## src/rtl/mem_stage_pkg.sv

```systemverilog
// Shared constants and types for the memory stage: datapath widths,
// the data-memory access FSM states and the EX/MEM latch layout.
package mem_stage_pkg;

  localparam int DATA_W = 32;
  localparam int ADDR_W = 8;
  localparam int REG_W  = 5;

  typedef enum logic [0:0] {
    ST_IDLE   = 1'b0,
    ST_ACCESS = 1'b1
  } dmem_state_e;

  typedef struct packed {
    logic [DATA_W-1:0] alu_res;
    logic [DATA_W-1:0] write_data;
    logic              is_jump;
    logic              reg_wrenable;
    logic [REG_W-1:0]  write_reg;
    logic              mem_wrenable;
    logic              mem_to_reg;
  } exmem_t;

  // Register x0 is hard-wired, so it never counts as a real destination.
  function automatic logic reg_nonzero(input logic [REG_W-1:0] r);
    return (r != {REG_W{1'b0}});
  endfunction

endpackage

```

## src/rtl/mem_stage_if.sv

```systemverilog
// Data-memory request/acknowledge bus between the memory stage (master)
// and the data memory (slave).
interface mem_stage_if;
  import mem_stage_pkg::*;

  logic              dmem_req;
  logic              dmem_we;
  logic [ADDR_W-1:0] dmem_addr;
  logic [DATA_W-1:0] dmem_wdata;
  logic              dmem_ack;
  logic [DATA_W-1:0] dmem_rdata;

  modport master (
    output dmem_req, dmem_we, dmem_addr, dmem_wdata,
    input  dmem_ack, dmem_rdata
  );

  modport slave (
    input  dmem_req, dmem_we, dmem_addr, dmem_wdata,
    output dmem_ack, dmem_rdata
  );

endinterface

```

## src/rtl/mem_stage_dmem_if.sv

```systemverilog
// Data-memory access controller: tracks wait states of an outstanding
// request and derives req/we/addr/wdata, the qualified ack and the stall.
module mem_dmem_if
  import mem_stage_pkg::*;
(
  input  logic              clk,
  input  logic              rst_n,
  input  logic              is_mem_i,
  input  logic              mem_we_i,
  input  logic [ADDR_W-1:0] addr_i,
  input  logic [DATA_W-1:0] wdata_i,
  output logic              ack_o,
  output logic [DATA_W-1:0] rdata_o,
  output logic              stall_o,
  mem_stage_if.master       dmem
);

  dmem_state_e state_q;
  dmem_state_e state_d;
  logic        req_s;

  // Access FSM state register.
  always_ff @(posedge clk or negedge rst_n) begin
    if (!rst_n) begin
      state_q <= ST_IDLE;
    end else begin
      state_q <= state_d;
    end
  end

  // The request is raised straight from the latch so a zero-wait memory
  // can complete in the first cycle without ever entering ACCESS.
  always_comb begin
    state_d = state_q;
    req_s   = 1'b0;
    case (state_q)
      ST_IDLE: begin
        req_s = is_mem_i;
        if (is_mem_i && !dmem.dmem_ack) begin
          state_d = ST_ACCESS;
        end else begin
          state_d = ST_IDLE;
        end
      end
      ST_ACCESS: begin
        req_s = is_mem_i;
        if (dmem.dmem_ack) begin
          state_d = ST_IDLE;
        end else begin
          state_d = ST_ACCESS;
        end
      end
      default: begin
        req_s   = 1'b0;
        state_d = ST_IDLE;
      end
    endcase
  end

  // Bus outputs, qualified ack and stall.
  always_comb begin
    dmem.dmem_req   = req_s;
    dmem.dmem_we    = req_s & mem_we_i;
    dmem.dmem_addr  = req_s ? addr_i  : {ADDR_W{1'b0}};
    dmem.dmem_wdata = req_s ? wdata_i : {DATA_W{1'b0}};
    ack_o           = req_s & dmem.dmem_ack;
    rdata_o         = dmem.dmem_rdata;
    stall_o         = req_s & ~dmem.dmem_ack;
  end

endmodule

```

## src/rtl/mem_stage.sv

```systemverilog
// Memory pipeline stage: EX/MEM latch, data-memory access via mem_dmem_if,
// MEM/WB register and the forwarding path back to execute.
module mem_stage
  import mem_stage_pkg::*;
(
  input  logic              clk,
  input  logic              rst_n,
  input  logic              in_valid_i,
  input  logic [DATA_W-1:0] alu_res_i,
  input  logic [DATA_W-1:0] write_data_i,
  input  logic              is_jump_i,
  input  logic              reg_wrenable_i,
  input  logic [REG_W-1:0]  write_reg_i,
  input  logic              mem_wrenable_i,
  input  logic              mem_to_reg_i,
  output logic              stall_o,
  mem_stage_if.master       dmem,
  output logic              wb_valid_o,
  output logic              wb_reg_wrenable_o,
  output logic [REG_W-1:0]  wb_write_reg_o,
  output logic [DATA_W-1:0] wb_data_o,
  output logic [DATA_W-1:0] fwd_res_o,
  output logic [REG_W-1:0]  fwd_reg_o,
  output logic              fwd_valid_o
);

  exmem_t            ex_q;
  exmem_t            ex_d;
  logic              mem_valid_q;
  logic              mem_valid_d;

  logic              wb_valid_q;
  logic              wb_valid_d;
  logic              wb_reg_wrenable_q;
  logic              wb_reg_wrenable_d;
  logic [REG_W-1:0]  wb_write_reg_q;
  logic [REG_W-1:0]  wb_write_reg_d;
  logic [DATA_W-1:0] wb_data_q;
  logic [DATA_W-1:0] wb_data_d;

  logic              is_mem_s;
  logic              is_load_s;
  logic              stall_s;
  logic              ack_s;
  logic [DATA_W-1:0] rdata_s;

  // Latched instruction decode; a store overrides mem_to_reg.
  always_comb begin
    is_mem_s  = mem_valid_q & (ex_q.mem_wrenable | ex_q.mem_to_reg);
    is_load_s = mem_valid_q & ex_q.mem_to_reg & ~ex_q.mem_wrenable;
  end

  mem_dmem_if u_dmem_if (
    .clk      (clk),
    .rst_n    (rst_n),
    .is_mem_i (is_mem_s),
    .mem_we_i (ex_q.mem_wrenable),
    .addr_i   (ex_q.alu_res[ADDR_W-1:0]),
    .wdata_i  (ex_q.write_data),
    .ack_o    (ack_s),
    .rdata_o  (rdata_s),
    .stall_o  (stall_s),
    .dmem     (dmem)
  );

  // EX/MEM next state: capture when not stalled, otherwise hold.
  always_comb begin
    ex_d        = ex_q;
    mem_valid_d = mem_valid_q;
    if (!stall_s) begin
      ex_d.alu_res      = alu_res_i;
      ex_d.write_data   = write_data_i;
      ex_d.is_jump      = is_jump_i;
      ex_d.reg_wrenable = reg_wrenable_i;
      ex_d.write_reg    = write_reg_i;
      ex_d.mem_wrenable = mem_wrenable_i;
      ex_d.mem_to_reg   = mem_to_reg_i;
      mem_valid_d       = in_valid_i;
    end else begin
      ex_d        = ex_q;
      mem_valid_d = mem_valid_q;
    end
  end

  // MEM/WB next state: a stall retires nothing, so a bubble is inserted.
  always_comb begin
    wb_valid_d        = wb_valid_q;
    wb_reg_wrenable_d = wb_reg_wrenable_q;
    wb_write_reg_d    = wb_write_reg_q;
    wb_data_d         = wb_data_q;
    if (!stall_s) begin
      wb_valid_d        = mem_valid_q;
      wb_reg_wrenable_d = mem_valid_q & ex_q.reg_wrenable &
                          reg_nonzero(ex_q.write_reg) & ~ex_q.mem_wrenable;
      wb_write_reg_d    = ex_q.write_reg;
      if (is_load_s && ack_s) begin
        wb_data_d = rdata_s;
      end else if (ex_q.is_jump) begin
        wb_data_d = ex_q.write_data;
      end else begin
        wb_data_d = ex_q.alu_res;
      end
    end else begin
      wb_valid_d        = 1'b0;
      wb_reg_wrenable_d = 1'b0;
    end
  end

  // Pipeline registers.
  always_ff @(posedge clk or negedge rst_n) begin
    if (!rst_n) begin
      ex_q              <= '0;
      mem_valid_q       <= 1'b0;
      wb_valid_q        <= 1'b0;
      wb_reg_wrenable_q <= 1'b0;
      wb_write_reg_q    <= {REG_W{1'b0}};
      wb_data_q         <= {DATA_W{1'b0}};
    end else begin
      ex_q              <= ex_d;
      mem_valid_q       <= mem_valid_d;
      wb_valid_q        <= wb_valid_d;
      wb_reg_wrenable_q <= wb_reg_wrenable_d;
      wb_write_reg_q    <= wb_write_reg_d;
      wb_data_q         <= wb_data_d;
    end
  end

  // Output drive; loads are never forwarded from this stage.
  always_comb begin
    stall_o           = stall_s;
    wb_valid_o        = wb_valid_q;
    wb_reg_wrenable_o = wb_reg_wrenable_q;
    wb_write_reg_o    = wb_write_reg_q;
    wb_data_o         = wb_data_q;
    fwd_res_o         = ex_q.is_jump ? ex_q.write_data : ex_q.alu_res;
    fwd_reg_o         = ex_q.write_reg;
    fwd_valid_o       = mem_valid_q & ex_q.reg_wrenable & ~ex_q.mem_to_reg &
                        reg_nonzero(ex_q.write_reg);
  end

endmodule

```

## src/flat_wrapper.sv

```systemverilog
// flat-port wrapper written by rule: the top's interface ports become plain ports
module mem_stage_flat import mem_stage_pkg::*;
  (clk, rst_n, in_valid_i, alu_res_i, write_data_i, is_jump_i, reg_wrenable_i, write_reg_i, mem_wrenable_i, mem_to_reg_i, stall_o, wb_valid_o, wb_reg_wrenable_o, wb_write_reg_o, wb_data_o, fwd_res_o, fwd_reg_o, fwd_valid_o, dmem_dmem_req, dmem_dmem_we, dmem_dmem_addr, dmem_dmem_wdata, dmem_dmem_ack, dmem_dmem_rdata);
  mem_stage_if dmem_i ();
  input  logic clk;
  input  logic rst_n;
  input  logic in_valid_i;
  input  logic [DATA_W-1:0] alu_res_i;
  input  logic [DATA_W-1:0] write_data_i;
  input  logic is_jump_i;
  input  logic reg_wrenable_i;
  input  logic [REG_W-1:0] write_reg_i;
  input  logic mem_wrenable_i;
  input  logic mem_to_reg_i;
  output logic stall_o;
  output logic wb_valid_o;
  output logic wb_reg_wrenable_o;
  output logic [REG_W-1:0] wb_write_reg_o;
  output logic [DATA_W-1:0] wb_data_o;
  output logic [DATA_W-1:0] fwd_res_o;
  output logic [REG_W-1:0] fwd_reg_o;
  output logic fwd_valid_o;
  output wire logic [$bits(dmem_i.dmem_req)-1:0] dmem_dmem_req;
  output wire logic [$bits(dmem_i.dmem_we)-1:0] dmem_dmem_we;
  output wire logic [$bits(dmem_i.dmem_addr)-1:0] dmem_dmem_addr;
  output wire logic [$bits(dmem_i.dmem_wdata)-1:0] dmem_dmem_wdata;
  input wire logic [$bits(dmem_i.dmem_ack)-1:0] dmem_dmem_ack;
  input wire logic [$bits(dmem_i.dmem_rdata)-1:0] dmem_dmem_rdata;
  assign dmem_dmem_req = dmem_i.dmem_req;
  assign dmem_dmem_we = dmem_i.dmem_we;
  assign dmem_dmem_addr = dmem_i.dmem_addr;
  assign dmem_dmem_wdata = dmem_i.dmem_wdata;
  assign dmem_i.dmem_ack = dmem_dmem_ack;
  assign dmem_i.dmem_rdata = dmem_dmem_rdata;
  mem_stage u_core (.clk(clk), .rst_n(rst_n), .in_valid_i(in_valid_i), .alu_res_i(alu_res_i), .write_data_i(write_data_i), .is_jump_i(is_jump_i), .reg_wrenable_i(reg_wrenable_i), .write_reg_i(write_reg_i), .mem_wrenable_i(mem_wrenable_i), .mem_to_reg_i(mem_to_reg_i), .stall_o(stall_o), .dmem(dmem_i), .wb_valid_o(wb_valid_o), .wb_reg_wrenable_o(wb_reg_wrenable_o), .wb_write_reg_o(wb_write_reg_o), .wb_data_o(wb_data_o), .fwd_res_o(fwd_res_o), .fwd_reg_o(fwd_reg_o), .fwd_valid_o(fwd_valid_o));
endmodule
```

## config.mk

```make
export PLATFORM = sky130hd
export DESIGN_NAME = mem_stage_flat
export DESIGN_NICKNAME = d
export VERILOG_FILES = /design/src/rtl/mem_stage_pkg.sv /design/src/rtl/mem_stage_if.sv /design/src/rtl/mem_stage_dmem_if.sv /design/src/rtl/mem_stage.sv /design/src/flat_wrapper.sv
export SDC_FILE = /design/constraint.sdc
export NUM_CORES = 1
export LEC_CHECK = 0
export BUFFER_PORTS_ARGS = -buffer_cell sky130_fd_sc_hd__buf_2
export CAP_MARGIN = 0
export CORE_MARGIN = 8
export CORE_UTILIZATION = 44
export CTS_BUF_LIST = sky130_fd_sc_hd__clkbuf_8
export CTS_CLUSTER_DIAMETER = 80
export DETAILED_ROUTE_END_ITERATION = 16
export PLACE_DENSITY = 0.73
export SYNTH_ARGS = -nofsm -noshare
export SYNTH_HDL_FRONTEND = slang
export SYNTH_SLANG_ARGS = --single-unit
```

## constraint.sdc

```tcl
create_clock -name clk -period 2.1 [get_ports clk]
set_input_delay 0.63 -clock clk [delete_from_list [all_inputs] [get_ports clk]]
set_output_delay 0.63 -clock clk [all_outputs]
set_load 0.02 [all_outputs]
```

## Word-level counts from Yosys, hierarchy flattened

Index checks and enable logic that the tools add are counted.

- Reductions and logical operators: 2
- Shifts and indexed selects: 0
- Divide/modulo/power cells: 0
- Bitwise operators: 15
- Equality and inequality tests: 0
- Multiplexer cells: 6
- Order comparisons: 0
- $add $sub $neg: 0
- $mul: 0

Operator list:

| kind | number |
|---|---|
| $mux W32 | 3 |
| $and A1 B1 Y1 | 11 |
| $mux W8 | 1 |
| $reduce_bool A5 Y1 | 1 |
| $not A1 Y1 | 3 |
| $mux W1 | 2 |
| $logic_and A1 B1 Y1 | 1 |
| $or A1 B1 Y1 | 1 |

- Memories kept: 0
- Memory bits (writable): 0
- Bits in read-only memories: 0
- Flip-flop bits (word level): 113
- Input bits: 109
- Bits in latches: 0

## Depth between registers and ports, before layout

Gate-level depths: netlist of the first run.

- Depth in word-level cells: 5
- Depth in mapped cells: 5
- Mapped depth without buffers: 4

## Modules after synthesis

A second synthesis of the first run with hierarchy kept.

- Cell total of the unflattened synthesis: 469
- Area, all modules: 5,487.8 µm²

Modules (own cells, without submodules):

| module | area an instance (µm²) | seq. area each (µm²) | cells an instance | times used |
|---|---|---|---|---|
| mem_stage | 4,951.0 | 2,827.7 | 389 | 1 |
| mem_dmem_if | 536.8 | 0.0 | 80 | 1 |

## Least setup slack after synthesis of the first run

Ideal clock, no wire load.

- Path type: reg-to-output
- Start: register u_core.ex_q[0] in the netlist's numbering
- End: output port dmem_dmem_wdata[22]
- Required time: 1,470 ps
- Path buffers: 2
- Stages on the path, launching flop included: 5
- Slack: 211 ps
- Arrival time: 1,259 ps
- Path through: dfrtp_1 -> buf_4 -> o21a_1 -> clkbuf_1 -> and2_1

- Word-level cells in the longest chain between the ends: 3

Ends and longest elaborated chain:

| what | line | RTL |
|---|---|---|
| from (decl) | mem_stage.sv:27 | `exmem_t ex_q;` |
| from (signal assigned) | mem_stage.sv:112 | `ex_q <= '0;` |
| from (signal assigned) | mem_stage.sv:119 | `ex_q <= ex_d;` |
| $or A1 B1 Y1 | mem_stage.sv:49 | `is_mem_s = mem_valid_q & (ex_q.mem_wrenable \| ex_q.mem_to_reg);` |
| $and A1 B1 Y1 | mem_stage.sv:49 |  |
| via dmem_dmem_req | flat_wrapper.sv:23 | `output wire logic [$bits(dmem_i.dmem_req)-1:0] dmem_dmem_req;` |
| $mux W32 | mem_stage_dmem_if.sv:65 | `dmem.dmem_wdata = req_s ? wdata_i : {DATA_W{1'b0}};` |
| to (decl) | flat_wrapper.sv:26 | `output wire logic [$bits(dmem_i.dmem_wdata)-1:0] dmem_dmem_wdata;` |

The timed path passes the listed nets, and every way through them passes these cells.

## Worst setup path in the final report of the first run

- Start: register u_core.ex_q, in the netlist u_core.fwd_reg_o[0]
- End: output port fwd_valid_o

- Word-level cells in the longest chain between the ends: 2

Ends and longest elaborated chain:

| what | line | RTL |
|---|---|---|
| $reduce_bool A5 Y1 | mem_stage_pkg.sv:26 | `return (r != {REG_W{1'b0}});` |
| $and A1 B1 Y1 | mem_stage.sv:137 | `fwd_valid_o = mem_valid_q & ex_q.reg_wrenable & ~ex_q.mem_to_reg &` |
| to (decl) | flat_wrapper.sv:22 | `output logic fwd_valid_o;` |

No other way between the ends.

==> flow_summary.ini, run 1 <==
[setup_path]
critPathLaunch = u_core.fwd_reg_o[0]
path_max_fanout = 2
cp.arrival_ns = 1.82
cp.required_ns = 1.47
end_kind = output port
reg2reg_to = u_core.ex_q[27]
criticalPathCategory = reg2out
start_kind = register
setup.worst_path.end = fwd_valid_o
regToRegStartpoint = u_core.ex_q[0]
r2r_setup_slack_ns = 0.31
reg2reg_depth = 5

[place]
dp_hpwl_mm = 10.4
io_buffers = 228
gp_congestion = 0.801
dpl.cell_count = 758

[logic_synthesis]
synth-simple-area-share_pct = 5.74
ys_seq_elements = 113
synth_commonest_cells = dfrtp_1 (113), mux2_4 (105), mux2_2 (66), and2_1 (42), buf_6 (11)
synthCells = 370
synthArstFlopShare_pct = 100
syn-cell-area_mm2 = 0.00580
synth-edff-count = 0
synth_mux_area_share_pct = 40.2
synth_top_flop_cell = dfrtp_1
yosys.area.top_type = dfrtp_1
synth.avg_cell_area_um2 = 15.7
synth_top_area_share_pct = 48.7
yosysMostFrequentCell = dfrtp_1
yosysWarnings = 0
seq_area_frac_synth_pct = 48.7
synth-compound-area-share_pct = 0.712
yosys.area_share.adder_pct = 0
netlist_top_cells_area = dfrtp_1 (49%), mux2_4 (27%), mux2_2 (13%), and2_1 (4.5%), buf_6 (2.1%)
ys_types = 23
synth_xor_area_share_pct = 0
synthesis.nets = 479
synth_top_family_by_area = multiplexers

[floorplanning]
ios = 229
core_area_mm2 = 0.0131
dieArea_mm2 = 0.0171
fp-row-count = 42
start_util_pct = 44.3
fp.dieW_um = 131
die_y_um = 131

[power_and_ir_drop]
p_leak_uw = 0.00431
ir_worst_vdd_v = 0.000512
p_total_uw = 7580
power.density_mw_per_mm2 = 898

[clocking]
clockRootBuffer = clkbuf_8
clock_sinks = 113
cts_tree = done
path_clk_slew_ns = 0.07
hold_buffers = 0
clkLatencyLatePin_ns = 0.43
htree_levels = 4
cts_buffers = 17
clk_path_buf_depth = 2

[grt]
grt_start_max_net_pins = 70
grt_usage_pct = 18.9
grt_pass1_vias = 4554
antenna_found_initial = 1
overflow = 0
grt_first_pass_wirelength_mm = 24.3

[route]
drtIter0Drc = 129
vias_per_cell = 4.89
routed_wl_mm = 16.4
drc_errors = 0
ant_nets = 0
wl_per_cell_um = 20.3
vias = 3957
first_pass_iters = 4

[timing]
hold_violations = 0
setup_slack_ns = -0.353
tightest_slew_ns = 0.397
slew-limit-headroom_pct = 73.5
fmaxAchievable_mhz = 408
post-route-period-util_pct = 117
setup_viol = 74
slew_viol_final = 0
clock_skew_ns = 0.0128
period_needed_ns = 2.45
setup_tns_ns = -9.81
grt_setup_unrepaired = yes

[final_layout]
area_growth_pct = 45.5
drive_above_1_share_pct = 80.1
final_nets = 729
layout.cells.non_filler = 810

[status]
violations = setup timing
status = finished with violations

[flow_run]
drv_cap = 0

[hold_path]
hold_class = in2async
[cells in the final DEF, fill, tap and decap left out, types with 2 or more instances in the layout]
cell        instances
clkbuf_8           20
a22o_1              2
and2_1              2
buf_2             153
buf_4              11
nand2_1             2
dfrtp_2             2
dfrtp_1           111
bufinv_16           3
buf_12             12
buf_16              6
and2_4             40
inv_1               2
clkinv_2            4
buf_6              75
mux2_2             63
mux2_4            108
clkinvlp_4          3
[layout make-up]
class,instances,area [um^2]
Fill cell,936,4640
Multi-Input combinational cell,228,2830
Sequential cell,113,2830
Timing Repair Buffer,259,2140
Clock buffer,20,275
Tap cell,176,220
Clock inverter,12,140
Inverter,1,3.75
Antenna cell,1,2.50
[worst max-delay path, stage by stage (launching register included)]
cell	delay, ns
dfrtp_1	0.38
or4_1	0.53
o211ai_1	0.23
nor2_1	0.08
buf_2	0.17
[state kept, by name, summed over array words and instances (netlist names)]
| register | count |
|---|---|
| u_core.ex_q | 68 |
| u_core.mem_valid_q | 1 |
| u_core.wb_reg_wrenable_o | 1 |
| u_core.wb_write_reg_o | 5 |
| u_core.fwd_reg_o | 5 |
| u_core.wb_valid_o | 1 |
| u_core.wb_data_o | 32 |
[timing repair]
action / in CTS / in global routing
setup endpoints to repair: 75 / 75
resized for setup: 167 / 44
cloned: 8 / 1
pin swaps: 21 / 6
endpoints found under the hold margin: 0 / 0
setup buffers: 10 / 5
[cells by family (layout without fill, tap and decap cells)]
logic type / Yosys count / count (layout)
other: 0 / 1
multiplexers: 172 / 172
AND/OR/NAND/NOR: 51 / 51
AO/OA/AOI/OAI: 5 / 5
buffers and inverters: 29 / 292
flip-flops: 113 / 113
[power breakdown]
| part | total (uW) | internal, uW | switching, uW |
|---|---|---|---|
| combinational | 2740 | 1520 | 1220 |
| sequential | 2700 | 2490 | 211 |
| clock | 2140 | 1250 | 892 |
| total | 7580 | 5260 | 2320 |
[stage by stage]
stage          instance area (um^2)  utilization, %  hold WS [ns]  setup WS (ns)
6_report                       8440            64.5         0.178         -0.353
5_1_grt                        8440            64.5         0.167         -0.445
4_1_cts                        8330            63.7         0.162         -0.401
3_5_place_dp                   7090            54.2         0.489         0.0688
3_3_place_gp                   7090            54.2         0.485          0.101
2_1_floorplan                  5800               -         0.334          0.211
[routing by layer]
layer / vias up / global-route usage [%] / share of wire, %
met5: - / 0 / 0
met4: 0 / 9.18 / 2.9
met1: 1976 / 21.1 / 38
met3: 32 / 5.80 / 6.8
met2: 145 / 32.3 / 52
li1: 1804 / - / -
[how the worst min path moves through the flow]
stage	start	endpoint	slack [ns]	cells after the start
after detailed placement	u_core.wb_data_o[19]	u_core.wb_data_o[19]	0.49	1
after global routing	rst_n	u_core.fwd_reg_o[0]	0.17	2
final	rst_n	u_core.fwd_reg_o[0]	0.18	2
after CTS	rst_n	u_core.fwd_reg_o[0]	0.16	2
after floorplan	rst_n	u_core.ex_q[0]	0.33	0
after global placement	u_core.wb_write_reg_o[1]	u_core.wb_write_reg_o[1]	0.49	1
Note: power is estimated with default switching activity, not from simulation.
==> run 2: changes to the inputs <==
Settings changed: ABC_AREA set to 1, PLACE_DENSITY 0.73 to 0.74.
==> run 2 against run 1 <==
Clock power decreased by 7%. Flip-flop and latch count unchanged. Register-to-register slack got worse by 0.41 ns. Die area decreased by 1.8%. Highest routed layer unchanged. Area after synthesis decreased by 2.0%. The run still ends with setup timing left. Cell count increased by 56%. Non-clock buffer count increased by 76. Clock skew decreased by 0.0014 ns.
==> flow_summary.ini, run 2 <==
[logic_synthesis]
ys_types = 18
syn-cell-area_mm2 = 0.00568
netlist_top_cells_area = dfrtp_1 (50%), nand2_1 (18%), inv_1 (9.3%), nand3_1 (5.6%), o21ai_0 (4.1%)
synth-edff-count = 0
synth_commonest_cells = nand2_1 (278), inv_1 (141), dfrtp_1 (113), nand3_1 (64)
synthArstFlopShare_pct = 100
yosysWarnings = 0
seq_area_frac_synth_pct = 49.7
synthCells = 776
synth_top_flop_cell = dfrtp_1
ys_seq_elements = 113
synthesis.nets = 885
yosys.area.top_type = dfrtp_1
synth.avg_cell_area_um2 = 7.33
synth_top_area_share_pct = 49.7
yosysMostFrequentCell = nand2_1

[setup_path]
cp.required_ns = 2.48
start_kind = register
end_kind = register
path_max_fanout = 7
criticalPathCategory = reg2reg
r2r_setup_slack_ns = -0.1
cp.arrival_ns = 2.58

[grt]
grt_pass1_vias = 6321
antenna_found_initial = 0
grt_usage_pct = 24.8
overflow = 0
grt_first_pass_wirelength_mm = 31.8
grt_start_max_net_pins = 174

[final_layout]
largest_reg_flops = 68
multi_input_area_mm2 = 0.00250
area_growth_pct = 58.1
drive_above_1_share_pct = 47.1
final_cell_mix = nand2_1 (190), buf_2 (167), inv_1 (111)
final_nets = 1191
regMostFlops = u_core.ex_q
fin_util_pct = 71.2
antenna_cells = 0
regArea_mm2 = 0.00283
fill_cells = 965
layout.cells.most_common = nand2_1

[timing]
clock_skew_ns = 0.0114
slew-limit-headroom_pct = 54.0
hold_violations = 0
setup_slack_ns = -0.0958
grt_setup_unrepaired = yes
slew_viol_final = 0
post-route-period-util_pct = 105
tightest_slew_ns = 0.690
period_needed_ns = 2.20
fmaxAchievable_mhz = 455
setup_viol = 78

[place]
io_buffers = 228
detailedPlace.worstSlack_ns = 0.254
dp_hpwl_mm = 12.1
gp_congestion = 0.795

[route]
drtIter0Drc = 475
first_pass_iters = 5
ant_nets = 0
drc_errors = 0
vias = 6226
routed_wl_mm = 21.9
wl_per_cell_um = 17.3
vias_per_cell = 4.92

[floorplanning]
die_y_um = 130
fp.dieW_um = 130
ios = 229
core_area_mm2 = 0.0126
start_util_pct = 45.0
dieArea_mm2 = 0.0168
fp-row-count = 41

[hold_path]
hold_class = in2async

[status]
status = finished with violations
violations = setup timing

[clocking]
clkLatencyLatePin_ns = 0.46
clock_sinks = 113
htree_levels = 4
clk_path_buf_depth = 2
cts_buffers = 17
path_clk_slew_ns = 0.08
cts_tree = done
clockRootBuffer = clkbuf_8
hold_buffers = 0

[power_and_ir_drop]
p_leak_uw = 0.00524
power.density_mw_per_mm2 = 939
ir_worst_vdd_v = 0.000630

[flow_run]
drv_cap = 0
==> run 2: changes by cell type after synthesis, sizes merged, moves of 3 or more <==
cell | before | now
mux2 | 172 | 0
nand2 | 2 | 282
clkbuf | 4 | 7
buf | 24 | 41
inv | 0 | 144
nand3 | 0 | 64
nor2 | 1 | 47
and2 | 42 | 0
o21ai | 1 | 75
==> run 2: area by class of cell <==
class	instances	area share (%)
flip-flops and latches	113	31.5
clock buffers	20	3.06
clock inverters	11	1.10
well taps	172	2.39
multi-input cells	471	27.8
inverters	144	6.24
repair buffers	335	27.9
==> run 2: critical path, stage by stage, from the launching register on <==
cell,delay [ns]
dfrtp_2,0.45
buf_12,0.17
buf_12,0.16
nand2_4,0.06
nand2_2,0.06
buf_4,0.13
buf_4,0.13
buf_4,0.13
buf_4,0.12
buf_4,0.12
buf_4,0.13
buf_4,0.13
buf_4,0.13
nand2_1,0.07
nand3_2,0.05
nand2_1,0.10
==> run 2: metal layers <==
layer,wire length [um],share of wire [%],global-route usage [%],vias to the layer above
met1,8530,39,28.7,2916
met5,0,0,0,-
li1,-,-,-,2920
met3,1820,8.3,7.48,62
met2,10800,49,42.0,328
met4,731,3.3,10.5,0
==> run 2: what timing repair did <==
| item | CTS | global route |
|---|---|---|
| resized for setup | 228 | 102 |
| pin swaps | 51 | 16 |
| buffers inserted | 81 | 7 |
| gates cloned | 7 | 6 |
| setup endpoints to repair | 72 | 82 |
==> run 2: per-stage QoR <==
step,hold slack [ns],cells,area (um^2),TNS (ns),total power [uW]
6_report,0.159,1266,8990,-3.75,8440
5_1_grt,0.171,1266,8990,-8.97,8860
4_1_cts,0.168,1261,8690,-9.81,8140
3_5_place_dp,0.461,1142,6880,0,5150
3_3_place_gp,0.459,1142,6880,0,5110
2_1_floorplan,0.334,776,5680,0,4290
==> run 2: cell families after synthesis <==
| group | Yosys count | share of synthesized area [%] |
|---|---|---|
| compound gates | 75 | 6.60 |
| simple gates | 396 | 28.1 |
| buf+inv | 192 | 15.6 |
| flops | 113 | 49.7 |
==> run 2: worst paths after layout <==
check / from / end / depth (start not counted)
worst max-delay path: u_core.ex_q[8] / u_core.wb_data_o[30] / 15
worst min-delay path: rst_n / u_core.wb_data_o[3] / 2
worst max register to register: u_core.ex_q[8] / u_core.wb_data_o[30] / 15
worst min register to register: u_core.wb_data_o[22] / u_core.wb_data_o[22] / 2
max in group asynchronous: rst_n / u_core.ex_q[30] / 2
min in group clk: mem_wrenable_i / u_core.ex_q[1] / 3
==> run 2: power breakdown <==
part	internal, uW	switching (uW)
Clock	1110	879
Sequential	2540	164
Combinational	1570	2170
Total	5220	3220
==> run 3: changes to the inputs <==
Settings changed: CTS_BUF_LIST sky130_fd_sc_hd__clkbuf_8 to sky130_fd_sc_hd__clkbuf_4.
==> run 3 against run 2 <==
The flow still finishes with violations (setup timing). Global-route usage up 0.50 points. Non-clock buffer count up 6. Sequential power barely moved. Design area rose by 3.2%. Core utilization increased by 2.3 points. Cell count is 0.47% higher. Critical path type is now reg2out.
==> flow_summary.ini, run 3 (same netlist as run 2, synthesis figures left out) <==
[place]
gp_congestion = 0.795
io_buffers = 228
post_dp_cell_area_mm2 = 0.00688
dp_hpwl_mm = 12.1
detailedPlace.worstSlack_ns = 0.254

[floorplanning]
start_util_pct = 45.0
dieArea_mm2 = 0.0168
core_area_mm2 = 0.0126
die_y_um = 130
ios = 229
fp.dieW_um = 130
fp-row-count = 41

[setup_path]
path_max_fanout = 5
start_kind = register
criticalPathCategory = reg2out
end_kind = output port
cp.required_ns = 1.47
cp.arrival_ns = 1.71

[final_layout]
final_nets = 1197
layout.cells.most_common = nand2_1
largest_reg_flops = 68
area_growth_pct = 63.2
design_area_mm2 = 0.00928
antenna_cells = 0
final_cell_mix = nand2_1 (191), buf_2 (155), dfrtp_1 (113)
drive_above_1_share_pct = 48.6
regMostFlops = u_core.ex_q
fill_cells = 910

[timing]
slew_viol_final = 0
setup_slack_ns = -0.236
setup_tns_ns = -12.68
tightest_slew_ns = 0.712
post-route-period-util_pct = 111
fmaxAchievable_mhz = 428
hold_slack_ns = 0.0686
slew-limit-headroom_pct = 52.5
hold_violations = 0
clock_skew_ns = 0.0164
grt_setup_unrepaired = yes
period_needed_ns = 2.34
setup_viol = 74

[grt]
grt_usage_pct = 25.3
overflow = 0
grt_first_pass_wirelength_mm = 32.8
antenna_found_initial = 0
grt_pass1_vias = 6442
grt_start_max_net_pins = 174

[clocking]
cts_buffers = 17
htree_levels = 4
hold_buffers = 0
clk_path_buf_depth = 2
clock_sinks = 113
clockRootBuffer = clkbuf_4
cts_tree = done
clkLatencyLatePin_ns = 0.54
path_clk_slew_ns = 0.11

[hold_path]
hold_class = in2async

[power_and_ir_drop]
p_total_uw = 8300
ir_worst_vdd_v = 0.000563
power_switching_uw = 3290
clkPwrFrac_pct = 19.1
comb_power_share_pct = 48.4
p_leak_uw = 0.00532
power.density_mw_per_mm2 = 894
intPower_uw = 5010
switching_share_pct = 39.6
p_seq_share_pct = 32.5

[route]
drc_errors = 0
vias_per_cell = 4.97
wl_per_cell_um = 17.9
ant_nets = 0
drtIter0Drc = 534
vias = 6317
routed_wl_mm = 22.8
first_pass_iters = 5

[flow_run]
drv_cap = 0

[status]
status = finished with violations
violations = setup timing
==> run 3: power groups by stage <==
stage	registers (uW)	logic (uW)	clock network [uW]
CTS	2690	3590	1580
detailed placement	2730	2420	0
global route	2740	4290	1690
finish	2700	4010	1580
floorplan	2950	1350	0
global placement	2720	2390	0
==> run 3: stage by stage <==
stage	std cells	util, %
after CTS	1283	69.8
after global placement	1142	54.5
after detailed placement	1142	54.5
final	1272	73.5
after global routing	1272	73.5
after floorplan	776	-
==> run 3: layout make-up <==
type | count | area [um^2] | area share, %
Multi-Input combinational cell | 471 | 2680 | 28.9
Sequential cell | 113 | 2830 | 30.5
Inverter | 144 | 558 | 6.01
Tap cell | 172 | 215 | 2.32
Clock buffer | 22 | 165 | 1.78
Timing Repair Buffer | 341 | 2740 | 29.5
Clock inverter | 9 | 91.3 | 0.984
==> run 3: worst paths after layout <==
kind | start | to | slack [ns] | cells after the start
worst max-delay path | u_core.ex_q[8] | fwd_res_o[12] | -0.24 | 7
worst min-delay path | rst_n | u_core.fwd_reg_o[1] | 0.07 | 2
worst max register to register | u_core.ex_q[8] | u_core.wb_data_o[4] | -0.15 | 17
worst min register to register | u_core.wb_data_o[22] | u_core.wb_data_o[22] | 0.48 | 2
max in group asynchronous | rst_n | u_core.ex_q[56] | 1.71 | 2
min in group clk | write_data_i[7] | u_core.ex_q[16] | 0.29 | 3
==> run 3: what timing repair did <==
| action | 4_1_cts | 5_1_grt |
|---|---|---|
| gates cloned | 7 | 6 |
| pin swaps | 57 | 24 |
| gates resized for setup | 242 | 160 |
| endpoints found under the setup margin | 74 | 84 |
| buffers inserted | 103 | 13 |
==> run 3: worst max-delay path, stage by stage, from the launching register on <==
cell,delay [ns]
dfrtp_1,0.43
inv_4,0.15
buf_6,0.12
buf_12,0.12
nand2_1,0.10
nand2_4,0.10
inv_2,0.03
buf_6,0.12
==> run 3: routing by layer <==
layer  up-vias  GRT usage, %  share of wire [%]
met3        67          7.64                8.8
met5         -             0                  0
met2       341          42.6                 50
met4         0          11.0                3.4
met1      2974          29.2                 38
li1       2935             -                  -
